==> config.mk <==
export PLATFORM = sky130hd
export DESIGN_NAME = vga_timing_gen
export DESIGN_NICKNAME = d
export VERILOG_FILES = /design/src/rtl/vga_timing_gen.sv
export SDC_FILE = /design/constraint.sdc
export NUM_CORES = 1
export LEC_CHECK = 0
export ABC_AREA = 0
export BUFFER_PORTS_ARGS = -buffer_cell sky130_fd_sc_hd__buf_2
export CAP_MARGIN = 5
export CORE_MARGIN = 8
export CORE_UTILIZATION = 59
export DETAILED_ROUTE_END_ITERATION = 16
export PLACE_DENSITY_LB_ADDON = 0.1
export SLEW_MARGIN = 10
export SYNTH_ARGS = -nofsm -noshare
export SYNTH_HDL_FRONTEND = slang
export SYNTH_SLANG_ARGS = --single-unit
export TNS_END_PERCENT = 20
==> constraint.sdc <==
create_clock -name clk_i -period 4.2 [get_ports clk_i]
set_clock_uncertainty 0.1 [all_clocks]
set_input_delay 0.21 -clock clk_i [delete_from_list [all_inputs] [get_ports clk_i]]
set_output_delay 0.21 -clock clk_i [all_outputs]
set_load 0.005 [all_outputs]
==> src/rtl/vga_timing_gen.sv <==
// VGA raster timing generator: clock-enable pixel divider, h/v counters, sync/display
// decode with an optional tick-advanced delay pipeline, and registered strobe outputs.
module vga_timing_gen #(
    parameter int unsigned CLK_DIV       = 4,
    parameter int unsigned HPOS_WIDTH    = 11,
    parameter int unsigned VPOS_WIDTH    = 10,
    parameter int unsigned H_DISPLAY     = 640,
    parameter int unsigned H_FRONT       = 16,
    parameter int unsigned H_SYNC        = 96,
    parameter int unsigned H_BACK        = 48,
    parameter int unsigned V_DISPLAY     = 480,
    parameter int unsigned V_BOTTOM      = 10,
    parameter int unsigned V_SYNC        = 2,
    parameter int unsigned V_TOP         = 33,
    parameter bit          HSYNC_POL     = 1'b0,
    parameter bit          VSYNC_POL     = 1'b0,
    parameter int unsigned N_PIPE_STAGES = 0
) (
    input  logic                  clk_i,
    input  logic                  rst_ni,
    input  logic                  enable_i,
    output logic                  pix_en_o,
    output logic                  hsync_o,
    output logic                  vsync_o,
    output logic                  display_on_o,
    output logic [HPOS_WIDTH-1:0] hpos_o,
    output logic [VPOS_WIDTH-1:0] vpos_o,
    output logic                  line_start_o,
    output logic                  frame_start_o
);

    localparam int unsigned H_SYNC_START = H_DISPLAY + H_FRONT;
    localparam int unsigned H_SYNC_END   = H_SYNC_START + H_SYNC - 1;
    localparam int unsigned H_MAX        = H_SYNC_END + H_BACK;
    localparam int unsigned V_SYNC_START = V_DISPLAY + V_BOTTOM;
    localparam int unsigned V_SYNC_END   = V_SYNC_START + V_SYNC - 1;
    localparam int unsigned V_MAX        = V_SYNC_END + V_TOP;

    localparam longint unsigned HCap = 64'd1 << HPOS_WIDTH;
    localparam longint unsigned VCap = 64'd1 << VPOS_WIDTH;

    if (64'(H_MAX) >= HCap) begin : g_hmax_chk
        $error("H_MAX does not fit in HPOS_WIDTH");
    end
    if (64'(V_MAX) >= VCap) begin : g_vmax_chk
        $error("V_MAX does not fit in VPOS_WIDTH");
    end
    if (CLK_DIV < 1 || CLK_DIV > 16) begin : g_div_chk
        $error("CLK_DIV out of range 1..16");
    end
    if (N_PIPE_STAGES > 8) begin : g_pipe_chk
        $error("N_PIPE_STAGES out of range 0..8");
    end

    localparam logic [4:0]            DivMax     = 5'(CLK_DIV - 1);
    localparam logic [HPOS_WIDTH-1:0] HMax       = HPOS_WIDTH'(H_MAX);
    localparam logic [HPOS_WIDTH-1:0] HSyncStart = HPOS_WIDTH'(H_SYNC_START);
    localparam logic [HPOS_WIDTH-1:0] HSyncEnd   = HPOS_WIDTH'(H_SYNC_END);
    localparam logic [HPOS_WIDTH-1:0] HDisp      = HPOS_WIDTH'(H_DISPLAY);
    localparam logic [VPOS_WIDTH-1:0] VMax       = VPOS_WIDTH'(V_MAX);
    localparam logic [VPOS_WIDTH-1:0] VSyncStart = VPOS_WIDTH'(V_SYNC_START);
    localparam logic [VPOS_WIDTH-1:0] VSyncEnd   = VPOS_WIDTH'(V_SYNC_END);
    localparam logic [VPOS_WIDTH-1:0] VDisp      = VPOS_WIDTH'(V_DISPLAY);

    logic [4:0]            div_q, div_d;
    logic [HPOS_WIDTH-1:0] hpos_q, hpos_d;
    logic [VPOS_WIDTH-1:0] vpos_q, vpos_d;
    logic                  pix_en_q, pix_en_d;
    logic                  line_start_q, line_start_d;
    logic                  frame_start_q, frame_start_d;
    logic                  tick;
    logic [2:0]            raw_act;   // {display, vsync, hsync}, active-high
    logic [2:0]            out_act;

    assign tick = enable_i && (div_q == DivMax);

    always_comb begin
        div_d         = div_q;
        hpos_d        = hpos_q;
        vpos_d        = vpos_q;
        pix_en_d      = tick;
        line_start_d  = tick && (hpos_q == HMax);
        frame_start_d = tick && (hpos_q == HMax) && (vpos_q == VMax);
        if (enable_i) begin
            div_d = tick ? 5'd0 : div_q + 5'd1;
        end
        if (tick) begin
            if (hpos_q == HMax) begin
                hpos_d = '0;
                vpos_d = (vpos_q == VMax) ? '0 : vpos_q + 1'b1;
            end else begin
                hpos_d = hpos_q + 1'b1;
            end
        end
    end

    always_ff @(posedge clk_i or negedge rst_ni) begin
        if (!rst_ni) begin
            div_q         <= '0;
            hpos_q        <= HMax;
            vpos_q        <= VMax;
            pix_en_q      <= 1'b0;
            line_start_q  <= 1'b0;
            frame_start_q <= 1'b0;
        end else begin
            div_q         <= div_d;
            hpos_q        <= hpos_d;
            vpos_q        <= vpos_d;
            pix_en_q      <= pix_en_d;
            line_start_q  <= line_start_d;
            frame_start_q <= frame_start_d;
        end
    end

    always_comb begin
        raw_act    = '0;
        raw_act[0] = (hpos_q >= HSyncStart) && (hpos_q <= HSyncEnd);
        raw_act[1] = (vpos_q >= VSyncStart) && (vpos_q <= VSyncEnd);
        raw_act[2] = (hpos_q < HDisp) && (vpos_q < VDisp);
    end

    if (N_PIPE_STAGES == 0) begin : g_no_pipe
        assign out_act = raw_act;
    end else begin : g_pipe
        logic [2:0] pipe_q [N_PIPE_STAGES];

        // Stage 0 captures the terms of the position being left, so each stage is one tick.
        always_ff @(posedge clk_i or negedge rst_ni) begin
            if (!rst_ni) begin
                for (int i = 0; i < int'(N_PIPE_STAGES); i++) begin
                    pipe_q[i] <= '0;
                end
            end else if (tick) begin
                pipe_q[0] <= raw_act;
                for (int i = 1; i < int'(N_PIPE_STAGES); i++) begin
                    pipe_q[i] <= pipe_q[i-1];
                end
            end
        end

        assign out_act = pipe_q[N_PIPE_STAGES-1];
    end

    assign hsync_o       = out_act[0] ^ ~HSYNC_POL;
    assign vsync_o       = out_act[1] ^ ~VSYNC_POL;
    assign display_on_o  = out_act[2];
    assign hpos_o        = hpos_q;
    assign vpos_o        = vpos_q;
    // Strobes are forced low while the generator is paused.
    assign pix_en_o      = pix_en_q && enable_i;
    assign line_start_o  = line_start_q && enable_i;
    assign frame_start_o = frame_start_q && enable_i;

endmodule

# Word-level counts from Yosys, hierarchy flattened
# Index checks and enable logic that the tools add are counted.
# totals
output_inout_bits	27
in_bits	3
ff_bits	29
wordCells	33
# op_classes
n_mux	3
n_bitwise	2
n_lt_le_gt_ge	6
addsub	3
reduce_logical	10
eq_ne	3
# op_table
op	n
$add A11 B1 Y11 const B	1
$eq A11 B10 Y1 const B	1
$ge A11 B10 Y1 const B	1
$le A11 B10 Y1 const B	1
$lt A11 B10 Y1 const B	1
$mux W11	1
$add A10 B1 Y10 const B	1
$eq A10 B10 Y1 const B	1
$ge A10 B9 Y1 const B	1
$le A10 B9 Y1 const B	1
$lt A10 B9 Y1 const B	1
$mux W10	1
$logic_and A1 B1 Y1	9
$add A5 B1 Y5 const B	1
$eq A5 B2 Y1 const B	1
$mux W5	1
$not A1 Y1	2
$reduce_and A2 Y1	1

# Depth between registers and ports, before layout
# logic_depth
ltp_word	4
depth_mapped	7

# Worst setup path after synthesis
# No wires, ideal clock.
# synth_path
kind	reg-to-reg
startpoint	register hpos_q[1], in the netlist hpos_o[1]
endpoint	register vpos_q[4], in the netlist vpos_o[4]
n_path_buf	1
path_stages_with_launch	7
synth_period_minus_slack_ns	1.939
required_ns	3.975
path_slack_ns	2.261
arrival_ns	1.714
setup_time_ns	0.125
path_cell_list	dfstp_2 ha_1 and4_1 and4b_1 buf_4 nand4_4 mux2_4
# synth_via
elab_chain_cells	2
# synth_rtl
item	line	source
from (decl)	66	logic [HPOS_WIDTH-1:0] hpos_q, hpos_d;
from (signal assigned)	100	hpos_q <= HMax;
from (signal assigned)	107	hpos_q <= hpos_d;
$eq A11 B10 Y1	88	if (hpos_q == HMax) begin
$reduce_and A2 Y1 (no source line)	-	
to (signal assigned)	101	vpos_q <= VMax;
to (signal assigned)	108	vpos_q <= vpos_d;
to (decl)	67	logic [VPOS_WIDTH-1:0] vpos_q, vpos_d;
# No other way between the ends.
# A chain may end at the register's enable or synchronous reset.

# Worst setup path after layout
# Ends and elaborated chain as after synthesis.

==> run summary <==
The critical path required time is 4.32 ns, and the number of hold violations in the final report is 0. The height of the die is 68.2 um, and the post-synthesis net count is 165. For this run the aggregate overflow at the end of global routing stands at 0.

CTS built an H-tree with a depth of 2. By area the synthesized netlist is led by sky130_fd_sc_hd__dfrtp_1, sky130_fd_sc_hd__dfstp_2, sky130_fd_sc_hd__xnor2_1, sky130_fd_sc_hd__ha_1, sky130_fd_sc_hd__nand4_1. The tightest min-delay check is of the in -> reg type.

Summed over all layers, the routed wires come to 3370 um. The class of the most critical setup path is reg -> reg. For the met1 global-route usage, the log shows 0.198. For the via count of the routed design, the log shows 1,302. TritonCTS built the clock tree. The category of the worst setup path launch point is a flop. Dividing total power by cell area gives a power density of 357 mW/mm^2. For the finished layout, the period the worst path requires is 2.32 ns. The first TritonRoute pass finished after 4 iterations. Setup repair after global routing left no endpoint under its margin. The global router's overall resource usage was 0.165; the combinational share of power was 0.191.

The number of buffers on the longest clock path came out at 2. The cell taking the most area after synthesis was sky130_fd_sc_hd__dfrtp_1. The run gives 221 as the count of fill cells added during filler insertion.

At the worst endpoint, the arrival time is 2.44 ns. Cell internal power was estimated by the tool at 0.447 mW. Met3 track utilization from global routing: 0.0573. The share of the synthesized area in the top cell type was 0.295. Ranked by instance count, the synthesized netlist is headed by sky130_fd_sc_hd__dfrtp_1, sky130_fd_sc_hd__nor2_1, sky130_fd_sc_hd__xnor2_1. The tools report the kind of end point of the critical path as a flop.

Dividing the detail-routed via count by the number of cells gives 5.92. The number of clock sinks was 29; the share of flip-flops with an asynchronous set or reset after synthesis was 1.00. Pin placement for this block handled 30 I/O pins. The tools report the count of synthesis-stage warnings from yosys as 0. The average routed wire per standard cell is 15.3 um. Among all flip-flop cells after synthesis, the most frequent one is sky130_fd_sc_hd__dfrtp_1. The run gives 0.248 as the fraction of power consumed by the clock network.

The achievable frequency was 430 MHz; the synthesized cell area was 0.00161 sq mm. At the end of routability-driven placement, the weighted congestion stood at 0.817. The count of buffers added on input and output ports is 29. The die is 68.2 um wide.

Post-CTS repair changed the size of 0 cells. The logs give 0 for the total count of max-transition violations in the final report and 0.605 for the effective utilization at floorplan. The number of global-route vias before repair was 1,260.

The relative slew slack was 0.590. From synthesis to final layout, the design area changed by 13.2%. Largest net degree at the start of global routing: 30. sky130_fd_sc_hd__dfrtp_1 is the most common cell in the netlist. The met2 usage in global routing came out at 0.263.

The run gives 0 as the number of nets still failing antenna checks after routing. The logs give 19 for the number of rows created at floorplan and 197 for the count of nets after finishing. For the sequential-to-total area share from yosys stat, the log shows 0.458. The tool flagged a number of max-cap violations equal to 0.

For flop-to-flop paths, the worst setup slack is 1.88 ns. The synthesized design contains 0 enable-type register cells. For the pin with the worst max-slew slack, the measured transition is 0.614 ns.

The power share of the sequential group was 0.561. The wire length of the first global-routing pass was 5800 um; the switching share of power was 0.314. After legalization and detailed placement, the total HPWL measured 2510 um. met2 is the most crowded layer. The cell at the root of the clock tree was sky130_fd_sc_hd__clkbuf_4. For this run, design rule violations remaining after detail routing come to 0. IR analysis of the VDD net gives a maximum drop of 0.396 mV. The mean cell area of the mapped netlist is 10.3 sq um, and the switching power is 0.204 mW. Setup total negative slack on the finished layout was measured at 0 ns. Counting flops and latches in the post-synthesis netlist gives 29. The period utilization came out at 0.553. Counting every instance in the synthesized netlist gives 156. The flow ran to the end, and the final reports show no timing, DRC or antenna violations. The share of final-layout standard cells stronger than drive strength 1 was 0.291. The count of antenna diodes in the layout was 0; the number of antenna violations at the first check in global routing was 0. The logs give 0.685 for the utilization of the core after routing and 0.00266 sq mm for the standard cell core area.

Clock-pin slew was measured on the worst setup and hold paths at 0.09 ns. For the die area, the log shows 0.00466 sq mm. In this run the worst path has a maximum fanout of 15. The logs give 0.32 ns for the latest clock arrival within the worst-skew pair and 0.890 nW for the leakage power total.

The tools report the number of buffers created by CTS as 5. For the initial detailed-routing violation count, the log shows 61. The count of different cell masters after synthesis is 41. For the number of endpoints failing setup at the final stage, the log shows 0.
[per-stage QoR]
step / area, sq um / worst slack, ns / hold WS, ns / total power [mW] / std cells
3_5_place_dp: 1760 / 1.91 / 0.167 / 0.497 / 211
2_1_floorplan: 1610 / 2.26 / -0.186 / 0.446 / 156
5_1_grt: 1820 / 1.74 / 0.125 / 0.699 / 220
3_3_place_gp: 1760 / 1.98 / 0.159 / 0.486 / 211
6_report: 1820 / 1.88 / 0.118 / 0.651 / 220
4_1_cts: 1820 / 1.89 / 0.0983 / 0.663 / 220
[worst paths after layout]
kind / start / endpoint / cells past startpoint
max: hpos_o[1] / vpos_o[4] / 5
min: enable_i / div_q[1] / 2
max reg2reg: hpos_o[1] / vpos_o[4] / 5
min reg2reg: vpos_o[7] / vpos_o[7] / 1
max in group asynchronous: rst_ni / div_q[1] / 2
min in group asynchronous: rst_ni / vpos_o[4] / 2
[power by group through the flow]
stage               Combinational, mW  Clock, mW  Sequential, mW
finish                          0.125      0.161           0.365
floorplan                      0.0845          0           0.361
global route                    0.147      0.180           0.372
detailed placement              0.126          0           0.370
CTS                             0.128      0.169           0.366
global placement                0.121          0           0.365
[placed cells by master (no fill, tap or decap), types with 2 or more instances in the layout]
master,Yosys,layout
sky130_fd_sc_hd__nor4b_1,2,2
sky130_fd_sc_hd__nor2b_1,3,3
sky130_fd_sc_hd__nand4_1,10,10
sky130_fd_sc_hd__nand3_1,10,10
sky130_fd_sc_hd__clkbuf_4,0,5
sky130_fd_sc_hd__buf_2,2,29
sky130_fd_sc_hd__o21ai_0,7,7
sky130_fd_sc_hd__a21oi_1,2,2
sky130_fd_sc_hd__and3_1,2,2
sky130_fd_sc_hd__nor2_1,14,14
sky130_fd_sc_hd__and2_1,3,3
sky130_fd_sc_hd__dfrtp_1,19,19
sky130_fd_sc_hd__nor3_1,5,5
sky130_fd_sc_hd__mux2_2,2,2
sky130_fd_sc_hd__nand2_1,7,7
sky130_fd_sc_hd__a22o_1,4,4
sky130_fd_sc_hd__dfstp_2,10,10
sky130_fd_sc_hd__ha_1,6,6
sky130_fd_sc_hd__and4_1,2,2
sky130_fd_sc_hd__xnor2_1,11,11
sky130_fd_sc_hd__inv_1,9,9
sky130_fd_sc_hd__nor4_1,3,3
sky130_fd_sc_hd__clkinv_2,1,3
sky130_fd_sc_hd__o211a_1,2,2
[repair_timing]
| item | 4_1_cts | 5_1_grt |
|---|---|---|
| hold buffers | 1 | 0 |
| buffers inserted | 0 | 0 |
| hold endpoints to repair | 19 | 0 |
[cells by family (layout without fill, tap and decap cells)]
family	Yosys count	count (layout)	synth area share
multiplexers	3	3	0.0233
flip-flops	29	29	0.458
XOR/XNOR	12	12	0.0653
buffers and inverters	15	48	0.0443
adder cells (fa/ha/maj)	6	6	0.0466
AND/OR/NAND/NOR	72	72	0.281
AO/OA/AOI/OAI	19	19	0.0816
[state kept, by name, summed over array words and instances (netlist names)]
signal and count:
frame_start_q 1, line_start_q 1, vpos_o 10, pix_en_q 1
div_q 5, hpos_o 11
[cell type report]
class | count | area (sq um) | share of cell area
clock buffer | 6 | 41.3 | 0.0226
clock inverter | 2 | 10.0 | 0.00549
inverter | 10 | 38.8 | 0.0213
multi-input combinational | 112 | 801 | 0.439
sequential | 29 | 738 | 0.405
tap | 31 | 38.8 | 0.0213
timing repair buffer | 30 | 155 | 0.0851
[worst max-delay path: stages, from the launching register on]
cell	delay, ns
sky130_fd_sc_hd__dfstp_2	0.59
sky130_fd_sc_hd__ha_1	0.24
sky130_fd_sc_hd__and4_1	0.27
sky130_fd_sc_hd__and4b_1	0.57
sky130_fd_sc_hd__nand4_4	0.14
sky130_fd_sc_hd__mux2_4	0.31
[layer usage]
layer / up-vias / wire [um]
met1: 638 / 1490
met2: 31 / 1600
met5: - / 0
li1: 628 / -
met3: 5 / 241
met4: 0 / 44
Power figures use the tool's default switching activity.
